`config.mk`:
```
export PLATFORM = sky130hd
export DESIGN_NAME = dmem_port_arbiter
export DESIGN_NICKNAME = d
export VERILOG_FILES = /design/src/rtl/rv32i_types.sv /design/src/rtl/dmem_port_arbiter.sv
export SDC_FILE = /design/constraint.sdc
export NUM_CORES = 1
export LEC_CHECK = 0
export CORE_AREA = 2 2 98 100
export DETAILED_ROUTE_END_ITERATION = 6
export DIE_AREA = 0 0 100 102
export DONT_BUFFER_PORTS = 1
export PLACE_DENSITY = 0.52
export SLEW_MARGIN = 0
export SYNTH_ARGS = -nofsm -noshare
export SYNTH_HDL_FRONTEND = slang
export SYNTH_SLANG_ARGS = --single-unit
```
`constraint.sdc`:
```
create_clock -name clk -period 3.79 [get_ports clk]
set_clock_uncertainty 0.15 [all_clocks]
set_input_delay 0.5685 -clock clk [delete_from_list [all_inputs] [get_ports clk]]
set_output_delay 0.5685 -clock clk [all_outputs]
set_load 0.1 [all_outputs]
```
`src/rtl/rv32i_types.sv`:
```
// Shared types for the data-memory port arbiter.
// Holds the arbiter state encoding and the registered memory request word.
// Imported by the arbiter; no logic lives here.
package rv32i_types;

  typedef enum logic [1:0] {
    IDLE    = 2'd0,
    BUSY_LD = 2'd1,
    BUSY_ST = 2'd2
  } arb_state_t;

  typedef struct packed {
    logic [31:0] addr;
    logic [3:0]  rmask;
    logic [3:0]  wmask;
    logic [31:0] wdata;
  } mem_req_t;

endpackage

```
`src/rtl/dmem_port_arbiter.sv`:
```
// Arbitrates one data-memory port between a load and a committed-store requester.
// Latency: grant is combinational in an accept cycle; dmem_* are registered and valid the next cycle.
// Backpressure: requesters hold payload until granted; one access outstanding, next grant rides dmem_resp.
module dmem_port_arbiter
  import rv32i_types::*;
#(
  parameter int STARVE_LIMIT = 4
) (
  input  logic        clk,
  input  logic        rst,
  input  logic        ld_req,
  input  logic [31:0] ld_addr,
  input  logic [3:0]  ld_rmask,
  output logic        ld_gnt,
  output logic        ld_resp,
  output logic [31:0] ld_rdata,
  input  logic        st_req,
  input  logic [31:0] st_addr,
  input  logic [3:0]  st_wmask,
  input  logic [31:0] st_wdata,
  output logic        st_gnt,
  output logic        st_resp,
  input  logic        flush,
  output logic [31:0] dmem_addr,
  output logic [3:0]  dmem_rmask,
  output logic [3:0]  dmem_wmask,
  output logic [31:0] dmem_wdata,
  input  logic [31:0] dmem_rdata,
  input  logic        dmem_resp,
  output logic        busy
);

  localparam int CW = (STARVE_LIMIT < 1) ? 1 : $clog2(STARVE_LIMIT + 1);
  localparam logic [CW-1:0] LIMIT = CW'(STARVE_LIMIT);

  arb_state_t    state_q, state_d;
  mem_req_t      req_q, req_d;
  logic [CW-1:0] starve_q, starve_d;
  logic          kill_q, kill_d;

  logic accept;
  logic ld_ok;
  logic grant_ld;
  logic grant_st;

  // Grant selection: store wins a tie unless the waiting load has hit the starvation limit.
  always_comb begin
    accept   = (state_q == IDLE) | dmem_resp;
    ld_ok    = ld_req & ~flush;
    grant_ld = 1'b0;
    grant_st = 1'b0;
    if (accept && !rst) begin
      if (st_req && ld_ok) begin
        if (starve_q == LIMIT) grant_ld = 1'b1;
        else                   grant_st = 1'b1;
      end else if (st_req) begin
        grant_st = 1'b1;
      end else if (ld_ok) begin
        grant_ld = 1'b1;
      end
    end
  end

  // Next-state: FSM, request register, starvation counter and load-kill flag.
  always_comb begin
    state_d  = state_q;
    req_d    = req_q;
    starve_d = starve_q;
    kill_d   = kill_q;

    if (grant_ld) begin
      state_d = BUSY_LD;
      req_d   = '{addr: ld_addr, rmask: ld_rmask, wmask: 4'h0, wdata: 32'h0};
    end else if (grant_st) begin
      state_d = BUSY_ST;
      req_d   = '{addr: st_addr, rmask: 4'h0, wmask: st_wmask, wdata: st_wdata};
    end else if (dmem_resp && state_q != IDLE) begin
      state_d     = IDLE;
      req_d.rmask = 4'h0;
      req_d.wmask = 4'h0;
    end

    // Counts stores that jumped ahead of a waiting load; any load grant or idle load side resets it.
    if (!ld_req || grant_ld) begin
      starve_d = '0;
    end else if (grant_st && starve_q != LIMIT) begin
      starve_d = starve_q + 1'b1;
    end

    // A flushed load still finishes on the bus, but its response must be swallowed.
    if (grant_ld || grant_st) begin
      kill_d = 1'b0;
    end else if (flush && state_q == BUSY_LD) begin
      kill_d = 1'b1;
    end
  end

  // State registers with asynchronous reset that abandons any outstanding access.
  always_ff @(posedge clk or posedge rst) begin
    if (rst) begin
      state_q  <= IDLE;
      req_q    <= '0;
      starve_q <= '0;
      kill_q   <= 1'b0;
    end else begin
      state_q  <= state_d;
      req_q    <= req_d;
      starve_q <= starve_d;
      kill_q   <= kill_d;
    end
  end

  // Outputs: grants and responses are combinational; a flush in the response cycle also suppresses ld_resp.
  always_comb begin
    ld_gnt     = grant_ld;
    st_gnt     = grant_st;
    ld_resp    = ~rst & dmem_resp & (state_q == BUSY_LD) & ~kill_q & ~flush;
    st_resp    = ~rst & dmem_resp & (state_q == BUSY_ST);
    ld_rdata   = dmem_rdata;
    dmem_addr  = req_q.addr;
    dmem_rmask = req_q.rmask;
    dmem_wmask = req_q.wmask;
    dmem_wdata = req_q.wdata;
    busy       = (state_q != IDLE);
  end

endmodule

```
### Word-level counts from Yosys, hierarchy flattened

Index checks and enable logic that the tools add are counted.

| cells by class | value |
|---|---|
| reduce and logical (&&, ||, !) cells | 15 |
| equality and inequality tests | 4 |
| mux-type cells | 21 |
| add/sub/neg operators | 1 |
| bitwise gates (word level) | 10 |

Operators by type and width:

| cell | count |
|---|---|
| $mux 72 | 1 |
| $mux 32 | 2 |
| $mux 8 | 2 |
| $mux 1 | 11 |
| $reduce_bool 2->1 | 4 |
| $and 1x1->1 | 6 |
| $mux 2 | 3 |
| $mux 3 | 2 |
| $logic_and 1x1->1 | 5 |
| $add 3x1->3 const B | 1 |
| $eq 3x3->1 const B | 1 |
| $ne 3x3->1 const B | 1 |
| $not 1->1 | 3 |
| $reduce_bool 3->1 | 1 |
| $eq 2x1->1 const B | 1 |
| $eq 2x2->1 const B | 1 |
| $logic_not 1->1 | 2 |
| $logic_not 2->1 | 1 |
| $logic_or 1x1->1 | 2 |
| $or 1x1->1 | 1 |

| word-level totals | value |
|---|---|
| bits in registers | 78 |
| word-level logic and storage cells | 58 |

### Longest topological paths before layout

Gate-level depths: netlist of the first run.

| logic depth | value |
|---|---|
| depth after elaboration | 8 |
| gate-level depth with buffers | 9 |
| gate-level depth less buffers | 7 |

### Worst setup path before layout of the first run

OpenSTA, ideal clock, no wires.

| timing path | value |
|---|---|
| path kind | input -> output |
| start | input port rst |
| end | output port ld_resp |
| path slack | -1.439 ns |
| arrival | 4.510 ns |
| path buffers | 0 |
| cell stages on the path | 3 |
| cell sequence | inv_1 > nand3_1 > nor3_1 |

| between the ends | value |
|---|---|
| word-level cells in the longest chain between the ends | 5 |

RTL lines:

| item | line | RTL |
|---|---|---|
| from (decl) | dmem_port_arbiter.sv:10 | `input logic rst,` |
| $not 1->1 | dmem_port_arbiter.sv:117 | `ld_resp = ~rst & dmem_resp & (state_q == BUSY_LD) & ~kill_q & ~flush;` |
| $and 1x1->1 (4 in a row) | dmem_port_arbiter.sv:117 |  |
| to (decl) | dmem_port_arbiter.sv:15 | `output logic ld_resp,` |

Every way passes these cells.

### Worst setup path after layout of the first run

| timing path | value |
|---|---|
| start | register starve_q[0] |
| end | output port ld_gnt |

| between the ends | value |
|---|---|
| word-level cells in the longest chain between the ends | 4 |

RTL lines:

| item | line | RTL |
|---|---|---|
| from (decl) | dmem_port_arbiter.sv:38 | `logic [CW-1:0] starve_q, starve_d;` |
| from (signal assigned) | dmem_port_arbiter.sv:108 | `starve_q <= starve_d;` |
| $eq 3x3->1 | dmem_port_arbiter.sv:54 | `if (starve_q == LIMIT) grant_ld = 1'b1;` |
| $mux 1 | dmem_port_arbiter.sv:54 |  |
| $mux 1 | dmem_port_arbiter.sv:53 | `if (st_req && ld_ok) begin` |
| $mux 1 | dmem_port_arbiter.sv:52 | `if (accept && !rst) begin` |
| to (decl) | dmem_port_arbiter.sv:14 | `output logic ld_gnt,` |

Every way passes these cells.

==> impl_metrics.tcl, run 1 <==
set metrics [dict create \
    nNetsFinal 417 \
    vias_per_cell 5.91 \
    reg2reg_from "state_q[1]" \
    hold_ws_ns -0.00312 \
    overflow 0 \
    violations "DRC, hold timing" \
    worst_slack_ns 0.805 \
    hold_viol 3 \
    worstSetupEndpointType "output pin" \
    area_delta_synth_final_pct 0.989 \
    io_buffers 0 \
    hold_path.class "in -> async" \
    yosysWarnings 0 \
    finalSetupViolCount 0 \
    synth_area_leader_cell "dfrtp_1" \
    cts_setup_buffers 0 \
    synth_nets 449 \
    routed_wl_mm 8.22 \
    r2r_cells 6 \
    powerDensity_nw_per_um2 824 \
    wire_per_inst_um 21.2 \
    dr.pass1.iters 7 \
    synthDistinctLibCells 33 \
    clockRootBuffer "clkbuf_8" \
    gp_congestion 0.795 \
    r2r_end "dmem_addr[18]" \
    cp_slowest_stage_delay_ns 0.75 \
    drc 2 \
    antennaDiodeCount 0 \
    final_common_cell "dfrtp_1" \
    avgSynthCellArea_um2 11.2 \
    vdd_ir_drop_max_mv 0.365 \
    numCtsBuffers 9 \
    netlist_top_cells_area "dfrtp_1, a22o_1, buf_4" \
    dp_hpwl_mm 5.61 \
    final_cell_count_no_fill 388 \
    dr_total_vias 2294 \
    io-pin-count 251 \
    synth_cells 305 \
    postCtsHoldBufs 0 \
    run_status "finished with violations" \
    core_area_um2 9110 \
    leakagePower_uw 0.00165 \
    tightest_slew_ns 0.952 \
    post-place-cells 373 \
    cts_buffer_depth 2 \
    worstPathMaxFanout 37 \
    start_util 0.375 \
    cts.sinks 78 \
    cp.required_ns 3.07 \
    fp.dieH_um 102 \
    crit_type "reg -> out" \
    power_uw 2840 \
    antenna_found_initial 0 \
    start_kind "flop" \
    slew_viol_final 0 \
    syn-cell-area_um2 3420 \
    fmax_ghz 0.335 \
    worstPathArrival_ns 2.27 \
    grt_pass1_vias 2217 \
    drt-initial-drc-count 142 \
    antenna_left 0 \
    synth.yosys.seq_area_share 0.571 \
    grtUsageTotal 0.151 \
    rrSetupSlack_ns 0.94 \
    clk_pin_slew_ns 0.08 \
    synth_ff_type "dfrtp_1" \
    ys_seq_elements 78 \
    row_count 35 \
    layout-drive-gt1-share 0.0975 \
    fin_crit_sh 0.788 \
    tritoncts "built" \
    grt_pass1_wl_mm 11.7 \
    rsz0062_at_grt "false" \
    finalWorstPathRequiredPeriod_ns 2.99 \
    synth_top_cell_area_share 0.571 \
    crit_path_top_delay_cell "a2111o_1" \
    max-slew-margin-rel 0.365 \
    cap_violations 0 \
    async_flop_share 1.00 \
    synth_edf_count 0 \
    cts_htree_levels 3 \
    fin_setup_tns_ns 0 \
    die_area_um2 10200 \
    place_ws_ns 0.949 \
    mostFrequentLayoutCells "dfrtp_1, a22o_1, a21oi_1, nand2_1, inv_1" \
    grt_start_max_net_pins 57 \
    die_x_um 100 \
    post_cts_resized 0 \
    insertion_delay_ns 0.35 \
    cp_cell_sequence "inv_1 > ha_1 > nand2_1 > a2111o_1 > clkinv_8" \
]
==> worst max path at each step <==
stage,slack [ns],end,startpoint
after floorplan,0.26,ld_resp,rst
after global placement,0.96,dmem_addr[24],st_req
after detailed placement,0.95,dmem_addr[17],st_req
after CTS,0.78,ld_gnt,starve_q[0]
after global routing,0.67,ld_gnt,starve_q[0]
final,0.80,ld_gnt,starve_q[0]
==> per-layer routing <==
metal  wire length (um)  part of all wire  up-vias  GRT usage
met4                198             0.024        0     0.0727
met3                874              0.11       23     0.0677
met5                  0                 0        -          0
met1               3230              0.39     1108      0.179
li1                   -                 -      999          -
met2               3920              0.48      164      0.236
==> layout make-up <==
type | instances | area (um2)
timing repair buffer | 7 | 52.6
clock buffer | 10 | 138
inverter | 23 | 103
sequential | 78 | 1950
tap | 111 | 139
multi-input combinational | 154 | 1030
clock inverter | 5 | 35.0
fill | 903 | 5660
==> kinds of logic (layout without fill, tap and decap cells) <==
kind of cell,count (synthesis),after routing,share of synthesized area
compound gates,100,100,0.222
flops,78,78,0.571
buf+inv,73,45,0.130
simple gates,51,51,0.0666
fa+ha+maj,2,2,0.00732
xor+xnor,1,1,0.00256
==> registers in the layout (all words and copies together) (netlist names) <==
name and cells:
dmem_rmask 4, starve_q 3, dmem_wdata 32, dmem_addr 32
kill_q 1, dmem_wmask 4, state_q 2
==> through the flow <==
stage / util / instance area, um2
2_1_floorplan: - / 3430
5_1_grt: 0.379 / 3450
4_1_cts: 0.379 / 3450
3_3_place_gp: 0.360 / 3280
6_report: 0.379 / 3450
3_5_place_dp: 0.360 / 3280
==> cell usage after synthesis, types with 2 or more instances <==
cell and n:
a21oi_1 34, a222oi_1 16, a22o_1 40, buf_2 6, buf_4 34, buf_6 3, clkbuf_1 7, dfrtp_1 78
ha_1 2, inv_1 21, nand2_1 20, nand3_1 3, nor2_1 18, nor2b_1 3, o21ai_0 2
==> power breakdown <==
group	total, uW	internal, uW	switching [uW]
Clock	557	253	304
Combinational	251	109	142
Sequential	2040	943	1090
Total	2840	1300	1540
==> critical path, delay by kind of cell, from the launching register on <==
kind | cells | cell delay [ns]
and+or+nand+nor | 1 | 0.12
AOI/OAI and AO/OA | 1 | 0.75
DFF | 1 | 0.39
buffers and inverters | 2 | 0.45
adders and majority gates | 1 | 0.20
Power figures use the tool's default switching activity.
==> run 2, diff against run 1 <==
- CORE_AREA: 2 2 98 100 -> 2 2 97 99
- DIE_AREA: 0 0 100 102 -> 0 0 99 101
- PLACE_DENSITY: 0.52 -> 0.54
- clock period: 3.79 -> 2.5 ns (I/O delays scaled with it)
==> impl_metrics.tcl, run 2 (synthesized netlist as in run 1, its figures left out) <==
set metrics [dict create \
    run_status "finished with violations" \
    violations "DRC" \
    worstPathMaxFanout 8 \
    clk_pin_slew_ns 0.08 \
    antenna_found_initial 0 \
    cts_buffer_depth 2 \
    worstPathArrival_ns 1.89 \
    hold_viol 0 \
    leakagePower_uw 0.00220 \
    drt-initial-drc-count 186 \
    fin_setup_tns_ns 0 \
    fin_crit_sh 0.967 \
    dr.pass1.iters 7 \
    worst_slack_ns 0.0824 \
    core_area_um2 8980 \
    cts_htree_levels 3 \
    numCtsBuffers 9 \
    grt_pass1_wl_mm 14.4 \
    wire_per_inst_um 19.6 \
    overflow 0 \
    start_util 0.381 \
    nNetsFinal 528 \
    final_common_cell "dfrtp_1" \
    hold_path.class "in -> reg" \
    crit_type "reg -> out" \
    slew_viol_final 0 \
    vias_per_cell 5.48 \
    worstSetupEndpointType "output pin" \
    finalWorstPathRequiredPeriod_ns 2.42 \
    postLayoutCoreUtil 0.499 \
    fp.dieH_um 101 \
    layout-drive-gt1-share 0.258 \
    cts.sinks 78 \
    dr_total_vias 2736 \
    io-pin-count 251 \
    grt_start_max_net_pins 47 \
    clockRootBuffer "clkbuf_8" \
    fmax_ghz 0.414 \
    tightest_slew_ns 0.946 \
    finalSetupViolCount 0 \
    drc 10 \
    io_buffers 0 \
    fill_cells 814 \
    area_delta_synth_final_pct 31.2 \
    cp.required_ns 1.98 \
    tritoncts "built" \
    grtUsageTotal 0.185 \
    start_kind "flop" \
    dp_hpwl_mm 6.44 \
    antennaDiodeCount 0 \
    powerDensity_nw_per_um2 1050 \
    mostFrequentLayoutCells "dfrtp_1, buf_4, dlygate4sd3_1, a22o_1, a21oi_1" \
    hold_ws_ns 0.0251 \
    gp_congestion 0.789 \
    rrSetupSlack_ns 0.45 \
    max-slew-margin-rel 0.369 \
    antenna_left 0 \
    die_area_um2 10000 \
    grt_pass1_vias 2760 \
    row_count 35 \
    insertion_delay_ns 0.34 \
    routed_wl_mm 9.77 \
    place_ws_ns 0.352 \
    vdd_ir_drop_max_mv 0.456 \
    die_x_um 99 \
    cap_violations 0 \
]
[run 2: cell types whose count changed in the layout (fill, tap and decap cells not counted), moves of 2 or more]
cell	change
buf_12	+2
buf_4	+62
clkinv_2	+2
dlygate4sd3_1	+45
inv_1	-2
[run 2: worst max-delay path: stages (launching register included)]
cell      delay [ns]
dfrtp_1         0.40
inv_2           0.10
ha_4            0.15
nand2_1         0.08
a2111o_2        0.55
clkinv_8        0.10
buf_16          0.17
[run 2: what timing repair did]
| item | 4_1_cts | 5_1_grt |
|---|---|---|
| gates resized for setup | 0 | 6 |
| gates cloned | 0 | 1 |
| hold buffers | 45 | 0 |
| pin swaps | 1 | 1 |
| hold endpoints to repair | 120 | 0 |
| endpoints found under the setup margin | 1 | 1 |
| buffers inserted | 0 | 4 |
[run 2: final cells by class]
class	count	area, um2	area share
inverters	23	104	0.0232
repair buffers	117	1040	0.231
multi-input cells	154	1060	0.236
well taps	111	139	0.0310
clock inverters	6	62.6	0.0140
flip-flops and latches	78	1950	0.435
repair inverters	1	8.76	0.00195
clock buffers	9	124	0.0276
[run 2: power by group]
group / internal (uW) / switching, uW / leakage [uW]
Sequential: 1450 / 527 / 0.000983
Combinational: 413 / 1410 / 0.00111
Clock: 456 / 459 / 0.0000992
Total: 2320 / 2400 / 0.00220
[run 2: metal layers]
layer | GRT usage | up-vias | routed length [um]
li1 | - | 1220 | -
met1 | 0.223 | 1329 | 3730
met2 | 0.306 | 155 | 4960
met3 | 0.0520 | 32 | 802
met4 | 0.0917 | 0 | 277
met5 | 0 | - | 0
[run 2: per-stage QoR]
step           cells  area [um2]  power, uW
2_1_floorplan    305        3460       3640
3_3_place_gp     434        3790       3750
3_5_place_dp     434        3790       3760
4_1_cts          494        4420       4760
5_1_grt          499        4480       4910
6_report         499        4480       4720
[run 2: final timing paths]
| check | from | to | depth (start not counted) |
|---|---|---|---|
| setup / recovery | starve_q[0] | ld_gnt | 6 |
| hold / removal | ld_addr[11] | dmem_addr[11] | 2 |
| hold reg to reg | dmem_wdata[27] | dmem_wdata[27] | 1 |
| min in group asynchronous | rst | dmem_rmask[1] | 3 |
| setup reg to reg | starve_q[0] | dmem_addr[16] | 8 |
| max in group asynchronous | rst | dmem_wdata[26] | 3 |
